File: config.mk
export PLATFORM = sky130hd
export DESIGN_NAME = fire_scheduler
export DESIGN_NICKNAME = d
export VERILOG_FILES = /design/src/rtl/fire_sched_pkg.sv /design/src/rtl/frame_tick_div.sv /design/src/rtl/fire_scheduler.sv
export SDC_FILE = /design/constraint.sdc
export NUM_CORES = 1
export LEC_CHECK = 0
export BUFFER_PORTS_ARGS = -buffer_cell sky130_fd_sc_hd__clkbuf_2
export CAP_MARGIN = 20
export CELL_PAD_IN_SITES_DETAIL_PLACEMENT = 0
export CELL_PAD_IN_SITES_GLOBAL_PLACEMENT = 1
export CORE_UTILIZATION = 43
export DETAILED_ROUTE_END_ITERATION = 10
export PLACE_DENSITY_LB_ADDON = 0.15
export SYNTH_ARGS = -nofsm -noshare
export SYNTH_HDL_FRONTEND = slang
export SYNTH_SLANG_ARGS = --single-unit
File: constraint.sdc
create_clock -name Clk -period 3.53 [get_ports Clk]
set_input_delay 0.706 -clock Clk [delete_from_list [all_inputs] [get_ports Clk]]
set_output_delay 0.706 -clock Clk [all_outputs]
set_load 0.005 [all_outputs]
File: src/rtl/fire_sched_pkg.sv
// Shared state encoding and default constants for the fire-hazard scheduler,
// the fire movers and the score display.
package fire_sched_pkg;

  typedef enum logic [2:0] {
    IDLE      = 3'd0,
    ARMED     = 3'd1,
    ACTIVE    = 3'd2,
    HIT_FLUSH = 3'd3,
    GAMEOVER  = 3'd4
  } state_t;

  localparam int NUM_SLOTS_DEF   = 2;
  localparam int WIN_LO_DEF      = 292;
  localparam int WIN_HI_DEF      = 360;
  localparam int TICK_DIV_DEF    = 12;
  localparam int COOLDOWN_DEF    = 15;
  localparam int DEAD_OFFSET_DEF = 10;
  localparam int DEAD_MAX_DEF    = 500;

endpackage

File: src/rtl/frame_tick_div.sv
// Brings the asynchronous frame clock into the Clk domain and divides its
// rising edges down to the move_tick pacing pulse.
module frame_tick_div
  import fire_sched_pkg::*;
#(
  parameter int TICK_DIV = TICK_DIV_DEF
) (
  input  logic Clk,
  input  logic Reset,
  input  logic frame_clk,
  input  logic en,
  output logic move_tick
);

  localparam int CNT_W = (TICK_DIV > 1) ? $clog2(TICK_DIV) : 1;

  logic             frame_p0, frame_p1, frame_p2;
  logic             frame_tick;
  logic [CNT_W-1:0] tick_cnt;

  always_ff @(posedge Clk) begin
    if (!Reset) begin
      frame_p0   <= 1'b0;
      frame_p1   <= 1'b0;
      frame_p2   <= 1'b0;
      frame_tick <= 1'b0;
      tick_cnt   <= '0;
      move_tick  <= 1'b0;
    end else begin
      // p0/p1 synchronise, p2 holds the previous level for edge detection
      frame_p0   <= frame_clk;
      frame_p1   <= frame_p0;
      frame_p2   <= frame_p1;
      frame_tick <= frame_p1 & ~frame_p2;
      move_tick  <= 1'b0;
      if (!en) begin
        tick_cnt <= '0;
      end else if (frame_tick) begin
        if (tick_cnt == CNT_W'(TICK_DIV - 1)) begin
          tick_cnt  <= '0;
          move_tick <= 1'b1;
        end else begin
          tick_cnt <= tick_cnt + 1'b1;
        end
      end
    end
  end

endmodule

File: src/rtl/fire_scheduler.sv
// Spawn, pacing and hit-penalty sequencer for the fire-hazard sprites; the
// movers only move and report hit/offscreen back here.
module fire_scheduler
  import fire_sched_pkg::*;
#(
  parameter int NUM_SLOTS   = NUM_SLOTS_DEF,
  parameter int WIN_LO      = WIN_LO_DEF,
  parameter int WIN_HI      = WIN_HI_DEF,
  parameter int TICK_DIV    = TICK_DIV_DEF,
  parameter int COOLDOWN    = COOLDOWN_DEF,
  parameter int DEAD_OFFSET = DEAD_OFFSET_DEF,
  parameter int DEAD_MAX    = DEAD_MAX_DEF
) (
  input  logic                 Clk,
  input  logic                 Reset,
  input  logic                 frame_clk,
  input  logic [8:0]           BG_step,
  input  logic                 restart,
  input  logic [NUM_SLOTS-1:0] hit,
  input  logic [NUM_SLOTS-1:0] offscreen,
  output logic [NUM_SLOTS-1:0] slot_active,
  output logic [NUM_SLOTS-1:0] spawn_pulse,
  output logic                 move_tick,
  output logic                 slot_clear,
  output logic [8:0]           dead_times,
  output logic                 game_over
);

  localparam int CD_W = $clog2(COOLDOWN + 1);

  state_t               state, state_nxt;
  logic [CD_W-1:0]      cooldown;
  logic [NUM_SLOTS-1:0] free_slots, spawn_sel, hit_live;
  logic                 in_win, spawn_go, tick_en;

  // Sum is formed one bit wider so the saturation compare never sees a wrap.
  function automatic logic [8:0] sat_dead(input logic [8:0] cur);
    logic [9:0] sum;
    sum = {1'b0, cur} + 10'(DEAD_OFFSET);
    if (sum >= 10'(DEAD_MAX)) return 9'(DEAD_MAX);
    return sum[8:0];
  endfunction

  function automatic logic [NUM_SLOTS-1:0] lowest_set(input logic [NUM_SLOTS-1:0] v);
    lowest_set = '0;
    for (int i = NUM_SLOTS - 1; i >= 0; i--) begin
      if (v[i]) begin
        lowest_set    = '0;
        lowest_set[i] = 1'b1;
      end
    end
  endfunction

  assign in_win     = (BG_step > 9'(WIN_LO)) && (BG_step < 9'(WIN_HI));
  assign hit_live   = hit & slot_active;
  assign free_slots = ~slot_active;
  assign spawn_sel  = lowest_set(free_slots);
  assign spawn_go   = !restart &&
                      (((state == ARMED) && (cooldown == '0)) ||
                       ((state == ACTIVE) && !(|hit_live) && (cooldown == '0) &&
                        in_win && (|free_slots)));
  assign tick_en    = !restart && ((state == ARMED) || (state == ACTIVE));

  frame_tick_div #(.TICK_DIV(TICK_DIV)) u_tick (
    .Clk       (Clk),
    .Reset     (Reset),
    .frame_clk (frame_clk),
    .en        (tick_en),
    .move_tick (move_tick)
  );

  always_ff @(posedge Clk) begin
    if (!Reset) state <= IDLE;
    else        state <= state_nxt;
  end

  always_comb begin
    state_nxt = state;
    if (restart) begin
      state_nxt = IDLE;
    end else begin
      case (state)
        IDLE:      if (in_win) state_nxt = ARMED;
        ARMED:     if (spawn_go) state_nxt = ACTIVE;
        ACTIVE: begin
          if (|hit_live)                       state_nxt = HIT_FLUSH;
          else if (!spawn_go && (slot_active == '0) && !in_win)
                                               state_nxt = IDLE;
        end
        HIT_FLUSH: state_nxt = (sat_dead(dead_times) >= 9'(DEAD_MAX)) ? GAMEOVER : IDLE;
        GAMEOVER:  state_nxt = GAMEOVER;
        default:   state_nxt = IDLE;
      endcase
    end
  end

  // Pulses are gated by Reset so a spawn in flight vanishes in the reset cycle.
  always_comb begin
    spawn_pulse = '0;
    if (Reset && spawn_go) spawn_pulse = spawn_sel;
    slot_clear = Reset && (restart || (state == HIT_FLUSH));
    game_over  = (state == GAMEOVER);
  end

  always_ff @(posedge Clk) begin
    if (!Reset || restart) begin
      slot_active <= '0;
      cooldown    <= '0;
      dead_times  <= '0;
    end else begin
      case (state)
        ARMED: begin
          if (spawn_go) begin
            slot_active <= slot_active | spawn_sel;
            cooldown    <= CD_W'(COOLDOWN);
          end
        end
        ACTIVE: begin
          if (|hit_live) slot_active <= '0;
          else slot_active <= (slot_active & ~offscreen) | (spawn_go ? spawn_sel : '0);
          if (spawn_go)                        cooldown <= CD_W'(COOLDOWN);
          else if (move_tick && cooldown != '0) cooldown <= cooldown - 1'b1;
        end
        HIT_FLUSH: begin
          slot_active <= '0;
          cooldown    <= '0;
          dead_times  <= sat_dead(dead_times);
        end
        default: begin
          slot_active <= '0;
          cooldown    <= '0;
        end
      endcase
    end
  end

endmodule

==> run metrics, run 1 <==
Area contributors post-synth dfxtp_1 (33%), o21ai_0 (4.3%), a21oi_1 (3.7%); period utilization between 80% and 90%; die width between 60 and 70 µm; Total GRT Usage ~20%; Rel. slew slack 43.6%; Max Slew Vio Count 0; antenna violations before repair 0; multiplexer share of the synthesized area around 3.8%; die extent in y 63.7 µm; Yosys reg bits 27; worst skew pair latency about 0.27 ns; WP data required 2.82 ns; Die ar. 4060 µm²; GRT Residual Overflow 0; core box area between 3000 and 4000 µm²; vias in the first global route between 1000 and 1500; post-route setup TNS 0 ns; Max IR drop VDD slightly above 0.0002 V; status completed; hold-fix buffers at CTS 0; 1st-iter DRT viols approximately 110; Reg area between 500 and 600 µm²; worst-margin pin slew 0.845 ns; distinct cell type count after synthesis 52; post-synthesis adder-cell area fraction ~2.3%; Clock Pin Slew Worst Setup and Hold Paths 0.09 ns; TritonCTS clock tree built; crit path launch type primary input; count of final hold-check violations 0; Synth Flop Type dfxtp_1; number of diodes 0; IO Port Bufs 32; Synth Area in Simple Gates a little over a quarter; Detail Route Antenna Nets 0; Synth warnings 0; main combinational cell family by area after synthesis compound AO/OA/AOI/OAI gates; Core Rows 22; total of max-cap violations 0; setup bufs post-CTS 0; area of the mapped netlist approximately 1600 µm²; crit path capture type primary output; multi-input logic area slightly above 1000 µm²; top cell type's share of synthesized area between 30% and 40%; Post-Syn Instances around 190; fin util about half; Worst Path Arrival 2.24 ns; Synth Area per Inst 8.49 µm²; cts bufs inserted 3; XOR/XNOR Fraction of Synth Area 1.07%; asr flop ratio synth 0%; Clock Path Buffers 2; Mapped Nets around 210; fmax ~0.34 GHz; FILL cells around 360; htree depth 1; most common cell after layout, fill and taps aside clkbuf_2; Pre-antenna DRT Iters 4; routability cong. 0.826; Synth-to-Final Area Change 13.2%; worst-path fanout max 5; Lkg Pwr between 0.0007 and 0.0008 µW; Fin Clk Skew ~0.002 ns; # nets final ~240; Tmin final 2.95 ns; kind of critical path primary input to primary output; Routed wire per std cell around 14 µm; largest net degree at the start of global routing 15; design area 1850 µm²; sequential cell area fraction in the yosys report around 33%; vias around 1500; Pwr per Cell Area about 290 nW/µm²; DRC 0; DP Area ~1800 µm²; setup slack, reg-to-reg roughly 1.4 ns; setup violators final 0; first-pass GRT wire length around 6400 µm; layout cell share with drive strength beyond 1 23.9%; via/cell ratio 5.62; cell taking the most area after synthesis dfxtp_1; worst min-delay path category register to register; io pins 33; unrepaired setup endpoints after global routing no; dpl hpwl 2770 µm; Resized Gates After CTS 0; final wirelength 3670 µm; starting density of the core 44.7%; post-synthesis compound-gate area fraction between 20% and 30%; number of synthesized flops with an enable pin 0; clock root cell clkbuf_8; clk sink count 27; most frequent cells in the layout clkbuf_2 (32), dfxtp_1 (27), nor2_1 (15), nand2_1 (14), o21ai_0 (14)
-- final cells by class --
cell class	count	share of cell area (%)
well taps	48	3.24
flip-flops and latches	27	29.1
multi-input cells	147	54.7
repair buffers	33	9.04
clock buffers	4	2.43
inverters	7	1.42
-- layer usage --
metal	global-route usage, %	vias to the layer above	wire (µm)
met5	0	-	0
met4	5.97	0	36
met3	2.72	4	153
met2	31.9	32	1670
met1	27.5	697	1810
li1	-	762	-
-- flip-flops by register name (all words and copies together), names as in the netlist --
name,cells
cooldown,4
u_tick.move_tick,1
u_tick.frame_p2,1
u_tick.frame_tick,1
state,3
u_tick.frame_p0,1
u_tick.tick_cnt,4
slot_active,2
u_tick.frame_p1,1
dead_times,9
-- report_power, final --
part	switching, µW	internal [µW]
combinational	25.1	20.4
sequential	2.26	307
clock	94.8	80.9
-- cells in the mapped netlist (3+ instances only) --
cell type,count
a21oi_1,12
nor3b_1,3
inv_1,7
ha_1,3
a31oi_1,5
clkbuf_1,5
mux2i_1,4
or3_1,6
nor2b_1,5
dfxtp_1,27
nand2b_1,6
nand4_1,4
nand2_1,14
nand3_1,3
o211ai_2,3
o21ai_0,14
buf_2,6
nor2_1,15
o211ai_1,5
nor3_1,4
and2_1,4
-- critical path: stages --
cell       delay, ns
clkbuf_2        0.09
o211ai_1        0.19
o221ai_2        0.20
a2111oi_2       0.51
o211ai_2        0.19
nor3b_1         0.21
clkbuf_2        0.14
-- kinds of logic after synthesis --
logic type / count (synthesis)
adder cells (fa/ha/maj): 3
multiplexers: 6
AO/OA/AOI/OAI: 59
flip-flops: 27
AND/OR/NAND/NOR: 77
XOR/XNOR: 2
buffers and inverters: 19
-- through the flow --
stage	instances	worst slack, ns	power [µW]	hold WS, ns
after floorplan	193	0.910	345	0.367
after global placement	262	0.625	361	0.376
after detailed placement	262	0.549	362	0.384
after CTS	266	0.542	536	0.397
after global routing	266	0.366	558	0.413
final	266	0.580	530	0.394
-- final timing paths --
check | cells past startpoint | endpoint | startpoint
max | 7 | spawn_pulse[1] | BG_step[4]
min | 1 | u_tick.frame_tick$_SDFF_PN0_ | u_tick.frame_p2$_SDFF_PN0_
max reg2reg | 7 | cooldown[2]$_SDFFE_PP0P_ | cooldown[0]$_SDFFE_PP0P_
min reg2reg | 1 | u_tick.frame_tick$_SDFF_PN0_ | u_tick.frame_p2$_SDFF_PN0_
(Power assumes the default switching activity.)
==> run 2: changes to the inputs <==
ABC_AREA = 1   (was unset)
CORE_UTILIZATION = 34   (was 43)
clock period = 2.4 ns   (was 3.53 ns; I/O delays follow)
==> run 2 against run 1 <==
  * Via count is 5.7% lower
  * Sequential share of layout area up 0.26 points
  * Total power is 47% higher
  * Final area decreased by 0.88%
  * Global-route usage decreased by 6.4 points
  * First-iteration DRC count shrank 46%
  * Register-to-register slack lost 0.76 ns
  * Flip-flop and latch count unchanged
  * Clock power increased by 48%
  * Combinational power is 43% higher
==> run metrics, run 2 <==
non-filler instance count after layout ~310; cell taking the most area after synthesis dfxtp_1; layout cell share with drive strength beyond 1 between 20% and 30%; hold path depth 3; most common cell after layout, fill and taps aside nand2_1; Synth Flop Type dfxtp_1; unrepaired setup endpoints after global routing no; Post-synth top cells nand2_1 (47), inv_1 (33), nor2_1 (28); vias in the first global route roughly 1200; crit path launch type register; Pre-antenna DRT Iters 4; Area contributors post-synth dfxtp_1 (35%), nand2_1 (11%), inv_1 (8.0%); setup violators final 0; starting density of the core a little over a third; antenna violations before repair 0; DRC 0; Worst Path Arrival 1.61 ns; distinct cell type count after synthesis 29; Rel. slew slack between 60% and 70%; total of max-cap violations 0; Clock Pin Slew Worst Setup and Hold Paths 0.09 ns; FILL cells between 400 and 500; first-pass GRT wire length approximately 5500 µm; Tmin final about 2.1 ns; die extent in y slightly below 70 µm; fmax 0.478 GHz; Detail Route Antenna Nets 0; Pwr per Cell Area ~420 nW/µm²; number of diodes 0; Max IR drop VDD approximately 0.00026 V; launching point of the worst reg2reg path dead_times[2]$_SDFFE_PP0N_; via/cell ratio 4.50; Yosys reg bits 27; io pins 33; setup bufs post-CTS 0; top cell type's share of synthesized area 34.9%; most frequent cell after synthesis nand2_1; period utilization around 87%; cts bufs inserted 3; Fin Clk Skew ~0.0034 ns; min-delay src frame_clk; area of the mapped netlist approximately 1500 µm²; Synth Area per Inst between 6 and 7 µm²; Core Rows 24; GRT Residual Overflow 0; worst-path fanout max 6; Synth warnings 0; R2R Path End dead_times[2]$_SDFFE_PP0N_; Lkg Pwr about 0.00086 µW; IO Port Bufs 32; kind of critical path register to primary output; dpl hpwl around 2500 µm; Hold Path End u_tick.frame_p0$_SDFF_PN0_; worst min-delay path category primary input to register; Max Slew Vio Count 0; clk sink count 27; core box area around 4400 µm²; number of synthesized flops with an enable pin 0; worst skew pair latency about 0.27 ns; count of final hold-check violations 0; Total GRT Usage between 10 and 15%; Synth-to-Final Area Change 18.8%; Die ar. about 4800 µm²; hold-fix buffers at CTS 0; Resized Gates After CTS 0; routability cong. 0.777; Largest Register dead_times; vias 1410; sequential cell area fraction in the yosys report a little over a third; htree depth 1; WP data required 1.92 ns; setup slack, reg-to-reg between 0.6 and 0.7 ns; die width 69.5 µm; Post-Syn Instances between 200 and 250; Regs by FF count dead_times: 9 flops, cooldown: 4 flops, u_tick.tick_cnt: 4 flops; max reg flops 9; most frequent cells in the layout nand2_1 (47), inv_1 (33), clkbuf_2 (32), nor2_1 (28), dfxtp_1 (27); worst-margin pin slew 0.466 ns; status completed; # nets final between 200 and 300; 1st-iter DRT viols a little under 60; Routed wire per std cell about 10 µm; Mapped Nets 243; clock root cell clkbuf_8; asr flop ratio synth 0%; final wirelength 3120 µm; largest net degree at the start of global routing 16; Clock Path Buffers 2; TritonCTS clock tree built; post-route setup TNS 0 ns; crit path capture type primary output; Reg2Reg Depth 14; Placed Cells around 300
==> run 2: cell count changes in the layout (fill, tap and decap cells not counted), moves of 7 or more <==
cell and change:
nand2_1 +33, xor2_1 +7, inv_1 +26, nor2_1 +13, nand3_1 +7
==> run 2: worst max-delay path by stage <==
stage | endpoint | from | cells after the start
finish | spawn_pulse[0] | state[1]$_SDFFE_PP0P_ | 7
global route | spawn_pulse[0] | slot_active[0]$_SDFFE_PP0P_ | 8
detailed placement | spawn_pulse[0] | hit[0] | 9
CTS | spawn_pulse[0] | state[1]$_SDFFE_PP0P_ | 7
global placement | spawn_pulse[0] | hit[0] | 9
floorplan | spawn_pulse[0] | hit[0] | 7
==> run 2: final cells by class <==
type,instances,area (µm²),area share (%)
Multi-Input combinational cell,156,857,46.6
Clock inverter,1,5.00,0.272
Sequential cell,27,541,29.4
Timing Repair Buffer,35,183,9.94
Tap cell,52,65.1,3.54
Inverter,39,146,7.96
Clock buffer,3,41.3,2.25
==> run 2: kinds of logic after synthesis <==
kind of cell / count (synthesis) / synth area share, %
xor+xnor: 7 / 3.96
flops: 27 / 34.9
simple gates: 113 / 36.4
buf+inv: 40 / 9.70
fa+ha+maj: 3 / 2.43
mux: 1 / 0.647
compound gates: 32 / 12.0
==> run 2: metal layers <==
| metal | vias up | track usage (%) | part of all wire [%] |
|---|---|---|---|
| li1 | 779 | - | - |
| met1 | 610 | 19.0 | 53 |
| met2 | 19 | 21.5 | 43 |
| met3 | 2 | 2.76 | 3.7 |
| met4 | 0 | 2.72 | 0.48 |
| met5 | - | 0 | 0 |
==> run 2: where the power goes <==
group	internal (µW)	leakage (µW)	switching [µW]
logic	26.7	0.000620	38.5
clock network	116	0.0000255	145
registers	452	0.000218	2.50
==> run 2: per-stage QoR <==
stage | util [%] | hold WS [ns] | total power (µW) | instance area [µm²] | setup WS (ns)
floorplan | - | 0.368 | 505 | 1550 | 0.695
global placement | 41.1 | 0.378 | 531 | 1790 | 0.462
detailed placement | 41.1 | 0.382 | 531 | 1790 | 0.422
CTS | 42.2 | 0.385 | 800 | 1840 | 0.273
global route | 42.2 | 0.395 | 820 | 1840 | 0.160
finish | 42.2 | 0.390 | 781 | 1840 | 0.308
==> run 2: critical path: stages, from the launching register on <==
cell,delay (ns)
dfxtp_1,0.46
nand3_2,0.17
nor3_2,0.15
nand3_2,0.11
nand2_4,0.10
nand2_4,0.07
nor3_1,0.14
clkbuf_2,0.14
